## config.mk

```make
export PLATFORM = sky130hd
export DESIGN_NAME = uart_autobaud
export DESIGN_NICKNAME = d
export VERILOG_FILES = /design/src/rtl/uart_pkg.sv /design/src/rtl/sync_2ff.sv /design/src/rtl/uart_autobaud.sv
export SDC_FILE = /design/constraint.sdc
export NUM_CORES = 1
export LEC_CHECK = 0
export ABC_AREA = 1
export BUFFER_PORTS_ARGS = -buffer_cell sky130_fd_sc_hd__buf_2
export CAP_MARGIN = 20
export CELL_PAD_IN_SITES_DETAIL_PLACEMENT = 1
export CELL_PAD_IN_SITES_GLOBAL_PLACEMENT = 1
export CORE_AREA = 2 2 88 90
export CTS_CLUSTER_DIAMETER = 200
export CTS_CLUSTER_SIZE = 8
export DETAILED_ROUTE_END_ITERATION = 8
export DIE_AREA = 0 0 90 92
export PLACE_DENSITY_LB_ADDON = 0.1
export SLEW_MARGIN = 20
export SYNTH_ARGS = -nofsm -noshare
export SYNTH_HDL_FRONTEND = slang
export SYNTH_SLANG_ARGS = --single-unit
```

## constraint.sdc

```tcl
create_clock -name clk_in -period 2.1 [get_ports clk_in]
set_input_delay 0.315 -clock clk_in [delete_from_list [all_inputs] [get_ports clk_in]]
set_output_delay 0.315 -clock clk_in [all_outputs]
set_load 0.01 [all_outputs]
```

## src/rtl/uart_pkg.sv

```systemverilog
// Shared UART definitions: baud_sel codes, nominal bit periods at 100 MHz,
// and the auto-baud detector state encoding.
package uart_pkg;

   localparam logic [1:0] BAUD_SEL_2400  = 2'd0;
   localparam logic [1:0] BAUD_SEL_9600  = 2'd1;
   localparam logic [1:0] BAUD_SEL_19200 = 2'd2;
   localparam logic [1:0] BAUD_SEL_38400 = 2'd3;

   // Bit periods in 100 MHz clock cycles; also used by the baud generator.
   localparam int NOM_2400  = 41667;
   localparam int NOM_9600  = 10417;
   localparam int NOM_19200 = 5208;
   localparam int NOM_38400 = 2604;

   typedef enum logic [2:0] {
      ST_IDLE,
      ST_WAIT_IDLE,
      ST_WAIT_FALL,
      ST_MEASURE,
      ST_LOCKED
   } det_state_t;

endpackage

```

## src/rtl/sync_2ff.sv

```systemverilog
// Two-flop synchronizer for a single asynchronous bit. Resets to RST_VAL so
// an idle-high serial line does not produce a false edge out of reset.
module sync_2ff #(
   parameter logic RST_VAL = 1'b1
) (
   input  logic clk_in,
   input  logic rst_n,
   input  logic d,
   output logic q
);

   logic meta;

   // Two-stage capture of the asynchronous input.
   always_ff @(posedge clk_in or negedge rst_n) begin
      if (!rst_n) begin
         meta <= RST_VAL;
         q    <= RST_VAL;
      end else begin
         meta <= d;
         q    <= meta;
      end
   end

endmodule

```

## src/rtl/uart_autobaud.sv

```systemverilog
// Auto-baud detector: measures low pulses of a 0x55 calibration character and
// locks baud_sel once N_MATCH consecutive pulses fall in the same rate window.
module uart_autobaud
   import uart_pkg::*;
#(
   parameter int BIT_2400  = NOM_2400,
   parameter int BIT_9600  = NOM_9600,
   parameter int BIT_19200 = NOM_19200,
   parameter int BIT_38400 = NOM_38400,
   parameter int N_MATCH   = 4,
   parameter int TOL_SHIFT = 3
) (
   input  logic       clk_in,
   input  logic       rst_n,
   input  logic       rx_in,
   input  logic       arm,
   output logic [1:0] baud_sel,
   output logic       locked,
   output logic       det_done,
   output logic       det_err
);

   // Acceptance windows, nom +/- (nom >> TOL_SHIFT), fixed at elaboration.
   localparam logic [16:0] LO_2400  = 17'(BIT_2400  - (BIT_2400  >> TOL_SHIFT));
   localparam logic [16:0] HI_2400  = 17'(BIT_2400  + (BIT_2400  >> TOL_SHIFT));
   localparam logic [16:0] LO_9600  = 17'(BIT_9600  - (BIT_9600  >> TOL_SHIFT));
   localparam logic [16:0] HI_9600  = 17'(BIT_9600  + (BIT_9600  >> TOL_SHIFT));
   localparam logic [16:0] LO_19200 = 17'(BIT_19200 - (BIT_19200 >> TOL_SHIFT));
   localparam logic [16:0] HI_19200 = 17'(BIT_19200 + (BIT_19200 >> TOL_SHIFT));
   localparam logic [16:0] LO_38400 = 17'(BIT_38400 - (BIT_38400 >> TOL_SHIFT));
   localparam logic [16:0] HI_38400 = 17'(BIT_38400 + (BIT_38400 >> TOL_SHIFT));
   localparam logic [16:0] IDLE_LEN = 17'(BIT_38400);
   localparam logic [16:0] CNT_MAX  = '1;
   localparam logic [2:0]  MATCH_N  = 3'(N_MATCH);

   logic        rx_s;
   logic        rx_d;
   logic        fall;
   det_state_t  state, state_nxt;
   logic [16:0] cnt, cnt_nxt;
   logic [1:0]  cls, cls_nxt;
   logic [2:0]  match, match_nxt;
   logic [1:0]  sel_nxt;
   logic        locked_nxt;
   logic        done_nxt;
   logic        err_nxt;
   logic        cls_vld;
   logic [1:0]  cls_cur;
   logic [2:0]  match_inc;

   sync_2ff #(.RST_VAL(1'b1)) u_sync (
      .clk_in (clk_in),
      .rst_n  (rst_n),
      .d      (rx_in),
      .q      (rx_s)
   );

   // Registered copy of the synchronized line for edge detection.
   always_ff @(posedge clk_in or negedge rst_n) begin
      if (!rst_n) rx_d <= 1'b1;
      else        rx_d <= rx_s;
   end

   assign fall      = rx_d & ~rx_s;
   assign match_inc = match + 3'd1;

   // Map the current low-width count onto a rate window, if any.
   always_comb begin
      cls_vld = 1'b1;
      cls_cur = BAUD_SEL_9600;
      if (cnt >= LO_2400 && cnt <= HI_2400)
         cls_cur = BAUD_SEL_2400;
      else if (cnt >= LO_9600 && cnt <= HI_9600)
         cls_cur = BAUD_SEL_9600;
      else if (cnt >= LO_19200 && cnt <= HI_19200)
         cls_cur = BAUD_SEL_19200;
      else if (cnt >= LO_38400 && cnt <= HI_38400)
         cls_cur = BAUD_SEL_38400;
      else
         cls_vld = 1'b0;
   end

   // FSM state register.
   always_ff @(posedge clk_in or negedge rst_n) begin
      if (!rst_n) state <= ST_IDLE;
      else        state <= state_nxt;
   end

   // Datapath and output registers, loaded from the next-state logic.
   always_ff @(posedge clk_in or negedge rst_n) begin
      if (!rst_n) begin
         cnt      <= '0;
         cls      <= BAUD_SEL_9600;
         match    <= '0;
         baud_sel <= BAUD_SEL_9600;
         locked   <= 1'b0;
         det_done <= 1'b0;
         det_err  <= 1'b0;
      end else begin
         cnt      <= cnt_nxt;
         cls      <= cls_nxt;
         match    <= match_nxt;
         baud_sel <= sel_nxt;
         locked   <= locked_nxt;
         det_done <= done_nxt;
         det_err  <= err_nxt;
      end
   end

   // Next-state and output logic; arm overrides everything, including a
   // lock that would complete in the same cycle.
   always_comb begin
      state_nxt  = state;
      cnt_nxt    = cnt;
      cls_nxt    = cls;
      match_nxt  = match;
      sel_nxt    = baud_sel;
      locked_nxt = locked;
      done_nxt   = 1'b0;
      err_nxt    = 1'b0;

      if (arm) begin
         state_nxt  = ST_WAIT_IDLE;
         cnt_nxt    = '0;
         match_nxt  = '0;
         locked_nxt = 1'b0;
      end else begin
         case (state)
            ST_IDLE: ;

            // Line must be quiet (high) for one shortest bit period.
            ST_WAIT_IDLE: begin
               if (!rx_s) begin
                  cnt_nxt = '0;
               end else if (cnt >= IDLE_LEN - 17'd1) begin
                  cnt_nxt   = '0;
                  state_nxt = ST_WAIT_FALL;
               end else begin
                  cnt_nxt = cnt + 17'd1;
               end
            end

            // The falling-edge cycle is itself the first low cycle.
            ST_WAIT_FALL: begin
               cnt_nxt = '0;
               if (fall) begin
                  cnt_nxt   = 17'd1;
                  state_nxt = ST_MEASURE;
               end
            end

            ST_MEASURE: begin
               if (!rx_s) begin
                  if (cnt > HI_2400) begin
                     // Longer than any legal bit: treat as break.
                     err_nxt   = 1'b1;
                     match_nxt = '0;
                     cnt_nxt   = '0;
                     state_nxt = ST_WAIT_IDLE;
                  end else if (cnt != CNT_MAX) begin
                     cnt_nxt = cnt + 17'd1;
                  end
               end else begin
                  // Line was low for the whole of MEASURE, so high here is
                  // the rising edge that ends the pulse.
                  cnt_nxt = '0;
                  if (!cls_vld || (match != 3'd0 && cls_cur != cls)) begin
                     err_nxt   = 1'b1;
                     match_nxt = '0;
                     state_nxt = ST_WAIT_IDLE;
                  end else begin
                     cls_nxt   = cls_cur;
                     match_nxt = (match == 3'd0) ? 3'd1 : match_inc;
                     if (match_nxt >= MATCH_N) begin
                        state_nxt  = ST_LOCKED;
                        sel_nxt    = cls_cur;
                        locked_nxt = 1'b1;
                        done_nxt   = 1'b1;
                     end else begin
                        state_nxt = ST_WAIT_FALL;
                     end
                  end
               end
            end

            ST_LOCKED: ;

            default: state_nxt = ST_IDLE;
         endcase
      end
   end

endmodule
```

==> impl_metrics.tcl, run 1 <==
set metrics [dict create \
    outcome "complete, but fails checks" \
    violations "setup timing" \
    ys_seq_area_share_pct 28.5 \
    ys_ff_latch 33 \
    cts_buffer_depth 2 \
    power.density_mw_per_mm2 567 \
    grt_pass1_wl_um 19300 \
    critical-path-top-delay-family "buffers and inverters" \
    rr_endpoint "cnt[13]$_DFFE_PN0P_" \
    fin_ws_ns -0.201 \
    finalHoldWorstSlack_ns 0.0982 \
    grt_max_degree 34 \
    hold_class "in2async" \
    overflow 0 \
    diodes 0 \
    synth_area_per_cell_um2 6.59 \
    dr.pass1.iters 5 \
    drc_errors 0 \
    num_rows 32 \
    clk_pin_slew_ns 0.09 \
    dp_slack_ns -0.270 \
    cp.arrival_ns 2.49 \
    cts_tree "yes" \
    synthDistinctLibCells 45 \
    crit_required_ns 2.29 \
    drv_slew 0 \
    syn_to_final_growth_pct 56.1 \
    endpoint "cnt[13]$_DFFE_PN0P_" \
    die_x_um 90 \
    start_util_pct 39.2 \
    post_drt_wl_per_cell_um 21.2 \
    final_nets 571 \
    dp_hpwl_um 8740 \
    startpoint_type "flip-flop" \
    rr_startpoint "cnt[12]$_DFFE_PN0P_" \
    io_pins 9 \
    ys.flop_type "dfrtp_1" \
    end_kind "flip-flop" \
    ant_nets 0 \
    clkLatencyLatePin_ns 0.31 \
    wl_um 14100 \
    relSlewSlack_pct 44.1 \
    grt_antenna_before_repair 0 \
    path_buf_inv 5 \
    fin_skew_ns 0.00999 \
    r2r_slack_ns -0.20 \
    synthCells 443 \
    worst-path-stages 14 \
    vias 3681 \
    htree_levels 2 \
    crit_type "reg2reg" \
    startpoint "cnt[12]$_DFFE_PN0P_" \
    hold_buffers 0 \
    multi_input_area_mm2 0.00219 \
    cts_made_buffers 5 \
    finalCritPeriodShare_pct 110 \
    leakage_nw 2.15 \
    worstPathMaxFanout 8 \
    synth_edf_count 0 \
    rsz0062_at_grt "true" \
    gp_congestion 0.941 \
    cts.sink_count 33 \
    path_cells "buf_6 -> buf_6 -> nand2_8 -> clkinv_4 -> nand2_4 -> nor3_2 -> nand3_1 -> a21oi_2 -> nand2_2 -> o22ai_4 -> clkinv_4 -> buf_12 -> nand3_1 -> o21ai_1" \
    fill_cells 946 \
    grt_usage_pct 29.6 \
    finalCriticalPeriod_ns 2.30 \
    final_hold_viol_count 0 \
    dieHeight_um 92 \
    grt_pass1_vias 3686 \
    core_mm2 0.00745 \
    viasPerCell 5.54 \
    ys_warn_count 0 \
    netlist_area_mm2 0.00292 \
    drive_gt1_share_pct 52.2 \
    maxCapViolCount 0 \
    register_area_um2 845 \
    mappedNetlistNets 452 \
    setup_viol 30 \
    tightest_slew_ns 0.838 \
    first_iter_violations 316 \
    async_flop_share_pct 100 \
    io_buffers 8 \
    fin_tns_setup_ns -3.56 \
    worstRegToRegCells 14 \
    slowest_stage "dfrtp_1" \
    slowest_delay_ns 0.42 \
    fmax_mhz 435 \
    cts-root-buf "clkbuf_8" \
    vdd.ir_drop.worst_uv 564 \
    die-area_mm2 0.00828 \
]
-- timing repair --
action                                  4_1_cts  5_1_grt
resized for setup                            41      112
endpoints found under the setup margin       29       30
pin swaps                                     8       50
cloned                                        0        3
buffers inserted                             10       20
-- worst reg2reg max path, stage by stage, from the launching register on --
cell and delay [ns]:
dfrtp_1 0.42, buf_6 0.16, buf_6 0.12, nand2_8 0.05, clkinv_4 0.05, nand2_4 0.04, nor3_2 0.17, nand3_1 0.15
a21oi_2 0.22, nand2_2 0.11, o22ai_4 0.20, clkinv_4 0.15, buf_12 0.16, nand3_1 0.11, o21ai_1 0.08
-- worst min-delay path by stage --
stage / start / end / slack (ns) / cells after the start
floorplan: rst_n / baud_sel[1]$_DFFE_PN0P_ / 0.02 / 0
global placement: u_sync.meta$_DFF_PN1_ / u_sync.q$_DFF_PN1_ / 0.35 / 0
detailed placement: u_sync.meta$_DFF_PN1_ / u_sync.q$_DFF_PN1_ / 0.35 / 0
CTS: rx_in / u_sync.meta$_DFF_PN1_ / 0.11 / 1
global route: rx_in / u_sync.meta$_DFF_PN1_ / 0.10 / 1
finish: rst_n / cnt[2]$_DFFE_PN0P_ / 0.1 / 1
-- cell type report --
cell class | instances | share of cell area, %
Multi-Input combinational cell | 342 | 48.0
Timing Repair Buffer | 128 | 23.3
Sequential cell | 33 | 18.5
Clock buffer | 5 | 1.51
Clock inverter | 3 | 1.02
Tap cell | 102 | 2.80
Inverter | 52 | 4.88
-- cell usage after synthesis (6+ instances only) --
library cell	number	area (um2)
nand2_1	119	447
nor2_1	74	278
inv_1	36	135
nand3_1	36	180
dfrtp_1	28	701
inv_2	12	45.0
nand4_1	12	75.1
nor3_1	11	55.1
o21ai_2	11	96.3
o21ai_0	9	45.0
a21oi_1	8	40.0
o21ai_1	8	40.0
xor2_1	7	61.3
nand3_2	6	60.1
-- power by group --
part	internal [mW]	switching, mW
Sequential	0.677	0.0495
Clock	0.356	0.305
Combinational	0.496	0.704
Total	1.53	1.06
-- routing by layer --
| metal | GRT usage (%) | vias to the layer above | wire length, um |
|---|---|---|---|
| li1 | - | 1673 | - |
| met1 | 36.7 | 1830 | 5660 |
| met2 | 52.7 | 133 | 7310 |
| met3 | 4.03 | 45 | 636 |
| met4 | 10.0 | 0 | 520 |
| met5 | 0 | - | 0 |
-- layout by cell type, fill, tap and decap left out, types with 3 or more instances in the layout --
cell	synthesis	routed
buf_4	5	102
nand2_1	119	91
nor2_1	74	44
inv_1	36	31
nand3_1	36	25
nor2_2	2	23
nand2_2	5	23
dfrtp_1	28	18
nand3_2	6	15
nand2_4	4	13
o21ai_2	11	13
buf_6	5	13
nand4_1	12	12
nor2_4	2	11
inv_2	12	10
dfrtp_2	0	10
buf_2	3	8
inv_4	1	7
o21ai_1	8	7
o21ai_0	9	7
xor2_1	7	7
nor3_1	11	6
a21oi_1	8	6
nor3_2	1	5
a21oi_2	3	5
dfstp_2	5	5
clkbuf_8	0	5
nand3b_1	3	3
clkinv_4	1	3
nand3_4	1	3
ha_1	5	3
buf_12	1	3
-- state kept, by name (all words and copies together) (netlist names) --
| signal | cells |
|---|---|
| cnt | 17 |
| match | 3 |
| state | 3 |
| baud_sel | 2 |
| cls | 2 |
| det_done | 1 |
| det_err | 1 |
| locked | 1 |
| rx_d | 1 |
| u_sync.meta | 1 |
| u_sync.q | 1 |
-- stage by stage --
step	utilization [%]	power [mW]	instance area, um2	instances
finish	61.2	2.59	4560	665
CTS	53.6	2.20	3990	644
global route	61.2	2.67	4560	665
detailed placement	49.1	1.48	3660	626
floorplan	-	1.21	2920	443
global placement	49.1	1.46	3660	626
-- cells by family after synthesis --
logic type | after synthesis | synth area share [%]
buffers and inverters | 68 | 11.6
AND/OR/NAND/NOR | 281 | 44.2
flip-flops | 33 | 28.5
adder cells (fa/ha/maj) | 5 | 2.14
AO/OA/AOI/OAI | 49 | 11.4
XOR/XNOR | 7 | 2.10
Power figures use the tool's default switching activity.
==> run 2: changes to the inputs <==
- CELL_PAD_IN_SITES_GLOBAL_PLACEMENT: 1 -> 2
- CORE_AREA: 2 2 88 90 -> 2 2 99 101
- DIE_AREA: 0 0 90 92 -> 0 0 101 103
==> run 2 against run 1 <==
  * The run still ends with setup timing left
  * Worst hold slack gained 0.021 ns
  * Flip-flop and latch count is the same
  * Final area shrank 5.0%
  * Critical path depth is the same
  * Utilization shrank 15 points
  * Largest cell class unchanged
  * Largest power group unchanged
==> impl_metrics.tcl, run 2 (same netlist as run 1, synthesis figures left out) <==
set metrics [dict create \
    start_util_pct 30.9 \
    die_x_um 101 \
    fin_tns_setup_ns -0.549 \
    maxCapViolCount 0 \
    fmax_mhz 458 \
    finalCritPeriodShare_pct 104 \
    clkLatencyLatePin_ns 0.29 \
    top_usage_layer "met2" \
    leakage_nw 2.07 \
    core_mm2 0.00946 \
    final_cell_mix "99 x buf_4, 98 x nand2_1, 55 x nor2_1" \
    power.density_mw_per_mm2 544 \
    cts_tree "yes" \
    clk_pin_slew_ns 0.08 \
    final_hold_viol_count 0 \
    grtUsageMet3_pct 2.03 \
    dp_hpwl_um 9060 \
    final_nets 565 \
    startpoint_type "flip-flop" \
    met1_usage_pct 30.5 \
    grt_pass1_vias 3411 \
    drc_errors 0 \
    wl_um 12200 \
    cts-root-buf "clkbuf_8" \
    io_pins 9 \
    crit_type "reg2reg" \
    htree_levels 2 \
    overflow 0 \
    outcome "complete, but fails checks" \
    die-area_mm2 0.0104 \
    regMostFlops "cnt" \
    drv_slew 0 \
    tightest_slew_ns 0.844 \
    cts_made_buffers 5 \
    ant_nets 0 \
    hold_class "in2async" \
    grt_antenna_before_repair 0 \
    final_common_cell "buf_4" \
    end_kind "flip-flop" \
    largestRegisters "cnt x17, match x3, state x3" \
    grt_pass1_wl_um 18400 \
    hold_buffers 0 \
    path_cells "buf_6 -> nand2_1 -> nor2_2 -> nand2_1 -> nor2_1 -> nand2_1 -> nand3_1 -> nand2_2 -> nand3b_1 -> nand3_2 -> nand2_4 -> nand2_4 -> o21ai_2 -> nand2_1" \
    vdd.ir_drop.worst_uv 491 \
    fill_cells 1222 \
    final_cells 671 \
    gp_congestion 0.863 \
    grt_usage_pct 23.2 \
    fin_ws_ns -0.0837 \
    crit_required_ns 2.29 \
    syn_to_final_growth_pct 48.3 \
    relSlewSlack_pct 43.7 \
    fin_skew_ns 0.00746 \
    first_iter_violations 172 \
    slowest_stage "dfrtp_2" \
    num_rows 36 \
    dr.pass1.iters 4 \
    cp.arrival_ns 2.37 \
    rsz0062_at_grt "true" \
    io_buffers 8 \
    violations "setup timing" \
    drive_gt1_share_pct 46.9 \
    finalCriticalPeriod_ns 2.18 \
    slowest_delay_ns 0.51 \
    setup_viol 20 \
    grt_max_degree 34 \
    place_inst 642 \
    path_common_cell "nand2_1" \
    diodes 0 \
    cts_buffer_depth 2 \
    dp_slack_ns -0.250 \
    dieHeight_um 103 \
    grtUsageMet2_pct 41.5 \
    worstPathMaxFanout 8 \
    largest_reg_flops 17 \
    viasPerCell 5.09 \
    vias 3417 \
    cts.sink_count 33 \
    post_drt_wl_per_cell_um 18.2 \
]
-- run 2: cell count changes in the layout (fill, tap and decap cells not counted), sizes merged --
cell	change
clkinv	-2
clkbuf	+2
bufinv	-1
inv	+1
buf	-6
-- run 2: path summary, 6_finish.rpt --
check	depth (start not counted)	start	slack, ns	end
worst max register to register	14	cnt[3]$_DFFE_PN0P_	-0.08	cls[1]$_DFFE_PN0P_
min in group clk_in	1	rx_in	0.12	u_sync.meta$_DFF_PN1_
worst max-delay path	14	cnt[3]$_DFFE_PN0P_	-0.08	cls[1]$_DFFE_PN0P_
worst min-delay path	1	rst_n	0.12	cnt[6]$_DFFE_PN0P_
max in group asynchronous	1	rst_n	1.40	cnt[16]$_DFFE_PN0P_
worst min register to register	0	u_sync.meta$_DFF_PN1_	0.36	u_sync.q$_DFF_PN1_
-- run 2: critical path, delay by kind of cell (launching register included) --
family / cells / cell delay [ns]
AO/OA/AOI/OAI: 1 / 0.16
flip-flops: 1 / 0.51
AND/OR/NAND/NOR: 12 / 1.27
buffers and inverters: 1 / 0.15
-- run 2: metrics by stage --
step	util, %	instance area, um2	hold slack, ns	total power [mW]
2_1_floorplan	-	2920	0.0194	1.21
3_5_place_dp	39.0	3690	0.348	1.50
5_1_grt	45.8	4330	0.108	2.47
3_3_place_gp	39.0	3690	0.352	1.50
4_1_cts	42.4	4010	0.106	2.14
6_report	45.8	4330	0.119	2.36
-- run 2: layout make-up --
type,instances,area (um2),area share [%]
clock buffer,7,86.3,1.99
sequential,33,841,19.4
timing repair buffer,122,997,23.0
tap,114,143,3.29
multi-input combinational,342,2040,47.2
clock inverter,1,7.51,0.173
inverter,52,213,4.91
-- run 2: what timing repair did --
| action | 4_1_cts | 5_1_grt |
|---|---|---|
| resized for setup | 45 | 62 |
| setup endpoints to repair | 30 | 30 |
| pin swaps | 10 | 17 |
| endpoints found under the hold margin | 0 | 0 |
| setup buffers | 10 | 8 |
| cloned | 0 | 3 |
-- run 2: report_power, final --
group	switching [mW]	internal, mW
Sequential	0.0487	0.676
Clock	0.270	0.267
Combinational	0.623	0.471
-- run 2: per-layer routing --
layer | share of wire (%) | wire length, um
met3 | 3.4 | 412
met2 | 51 | 6190
met4 | 2.0 | 242
met5 | 0 | 0
met1 | 44 | 5350
==> run 3: changes to the inputs <==
- REMOVE_ABC_BUFFERS: default -> 1
==> run 3 against run 2 <==
  * First-iteration DRC count is 20% lower
  * Highest routed layer unchanged
  * Via count is 0.91% lower
  * Largest cell class unchanged
  * Combinational power hardly changed
  * Final cell count is 1.0% higher
  * The run still ends with setup timing left
==> impl_metrics.tcl, run 3 (same netlist as run 1, synthesis figures left out) <==
set metrics [dict create \
    finalCriticalPeriod_ns 2.13 \
    largest_reg_flops 17 \
    cp.arrival_ns 2.31 \
    hold_buffers 0 \
    startpoint_type "flip-flop" \
    htree_levels 2 \
    cts_buffer_depth 2 \
    final_common_cell "buf_4" \
    multi_input_area_mm2 0.00202 \
    fin_skew_ns 0.00551 \
    io_pins 9 \
    fin_tns_setup_ns -0.0430 \
    dr.pass1.iters 4 \
    stdcell_area_mm2 0.00435 \
    worstPathMaxFanout 6 \
    largestRegisters "cnt x17, match x3, state x3" \
    die_x_um 101 \
    drv_slew 0 \
    place_area_mm2 0.00373 \
    num_rows 36 \
    clk_pin_slew_ns 0.07 \
    gp_congestion 0.885 \
    fin_ws_ns -0.0273 \
    diodes 0 \
    overflow 0 \
    fmax_mhz 470 \
    relSlewSlack_pct 44.5 \
    regMostFlops "cnt" \
    path_cells "inv_4 -> buf_4 -> nand2_1 -> nor3_1 -> nand4_1 -> nand2_1 -> nand2_1 -> nand2_2 -> nand2_1 -> nand2_1 -> nand3_2 -> nand2_4 -> nand2_4 -> o21ai_1 -> nand2_1" \
    slowest_stage "dfrtp_2" \
    core_mm2 0.00946 \
    grt_antenna_before_repair 0 \
    vdd.ir_drop.worst_uv 472 \
    cts_made_buffers 5 \
    viasPerCell 4.99 \
    grt_max_degree 34 \
    leakage_nw 2.04 \
    cts-root-buf "clkbuf_8" \
    final_hold_viol_count 0 \
    path_common_cell "nand2_1" \
    dp_slack_ns -0.210 \
    r2r_slack_ns -0.03 \
    startpoint "cnt[7]$_DFFE_PN0P_" \
    maxCapViolCount 0 \
    drc_errors 0 \
    place_inst 646 \
    outcome "complete, but fails checks" \
    register_area_um2 845 \
    io_buffers 8 \
    worstRegToRegCells 15 \
    rr_startpoint "cnt[7]$_DFFE_PN0P_" \
    post_drt_wl_per_cell_um 17.5 \
    grt_usage_pct 23.2 \
    die-area_mm2 0.0104 \
    tightest_slew_ns 0.833 \
    rsz0062_at_grt "true" \
    drive_gt1_share_pct 47.3 \
    violations "setup timing" \
    slowest_delay_ns 0.49 \
    ant_nets 0 \
    grt_pass1_wl_um 18600 \
    total_power_mw 2.32 \
    cts.sink_count 33 \
    final_cells 678 \
    fill_cells 1243 \
    grt_pass1_vias 3490 \
    crit_type "reg2reg" \
    dieHeight_um 103 \
    vias 3386 \
    clkLatencyLatePin_ns 0.29 \
    end_kind "flip-flop" \
    finalCritPeriodShare_pct 101 \
    syn_to_final_growth_pct 48.9 \
    start_util_pct 30.9 \
    setup_viol 3 \
    cts_tree "yes" \
    dp_hpwl_um 9310 \
    endpoint "cls[1]$_DFFE_PN0P_" \
    hold_class "in2async" \
    final_cell_mix "110 x buf_4, 98 x nand2_1, 54 x nor2_1" \
    first_iter_violations 137 \
    power.density_mw_per_mm2 534 \
    wl_um 11900 \
    crit_required_ns 2.28 \
    rr_endpoint "cls[1]$_DFFE_PN0P_" \
    final_nets 572 \
]
## run 3: area by class of cell
type                       count  area share, %
tap                          114           3.28
timing repair buffer         129           23.9
clock buffer                   7           1.98
clock inverter                 1          0.173
sequential                    33           19.4
inverter                      52           4.89
multi-input combinational    342           46.4
## run 3: worst min-delay path by stage
stage | end | depth (start not counted)
2_1_floorplan | baud_sel[1]$_DFFE_PN0P_ | 0
3_3_place_gp | u_sync.q$_DFF_PN1_ | 0
3_5_place_dp | u_sync.q$_DFF_PN1_ | 0
4_1_cts | u_sync.meta$_DFF_PN1_ | 1
5_1_grt | u_sync.meta$_DFF_PN1_ | 1
6_report | cnt[7]$_DFFE_PN0P_ | 1
## run 3: per-layer routing
metal | GRT usage (%) | share of wire [%] | up-vias
li1 | - | - | 1674
met1 | 31.3 | 46 | 1658
met2 | 40.9 | 50 | 41
met3 | 2.03 | 3.4 | 13
met4 | 4.78 | 1.3 | 0
met5 | 0 | 0 | -
## run 3: timing repair
action,CTS,global route
pin swaps,8,9
gates resized for setup,55,42
setup buffers,12,12
endpoints found under the setup margin,30,30
gates cloned,0,1
## run 3: where the power goes
part	internal, mW	switching [mW]
clock network	0.267	0.263
registers	0.677	0.0488
logic	0.475	0.593
## run 3: worst max-delay path, delay by kind of cell (launching register included)
family                 cells  cell delay [ns]
buffers and inverters      2             0.24
flip-flops                 1             0.49
AND/OR/NAND/NOR           12             1.18
AO/OA/AOI/OAI              1             0.12
## run 3: stage by stage
stage / utilization (%) / hold WS, ns
3_3_place_gp: 39.5 / 0.346
2_1_floorplan: - / 0.0194
4_1_cts: 43.1 / 0.110
3_5_place_dp: 39.5 / 0.350
5_1_grt: 46.0 / 0.112
6_report: 46.0 / 0.117
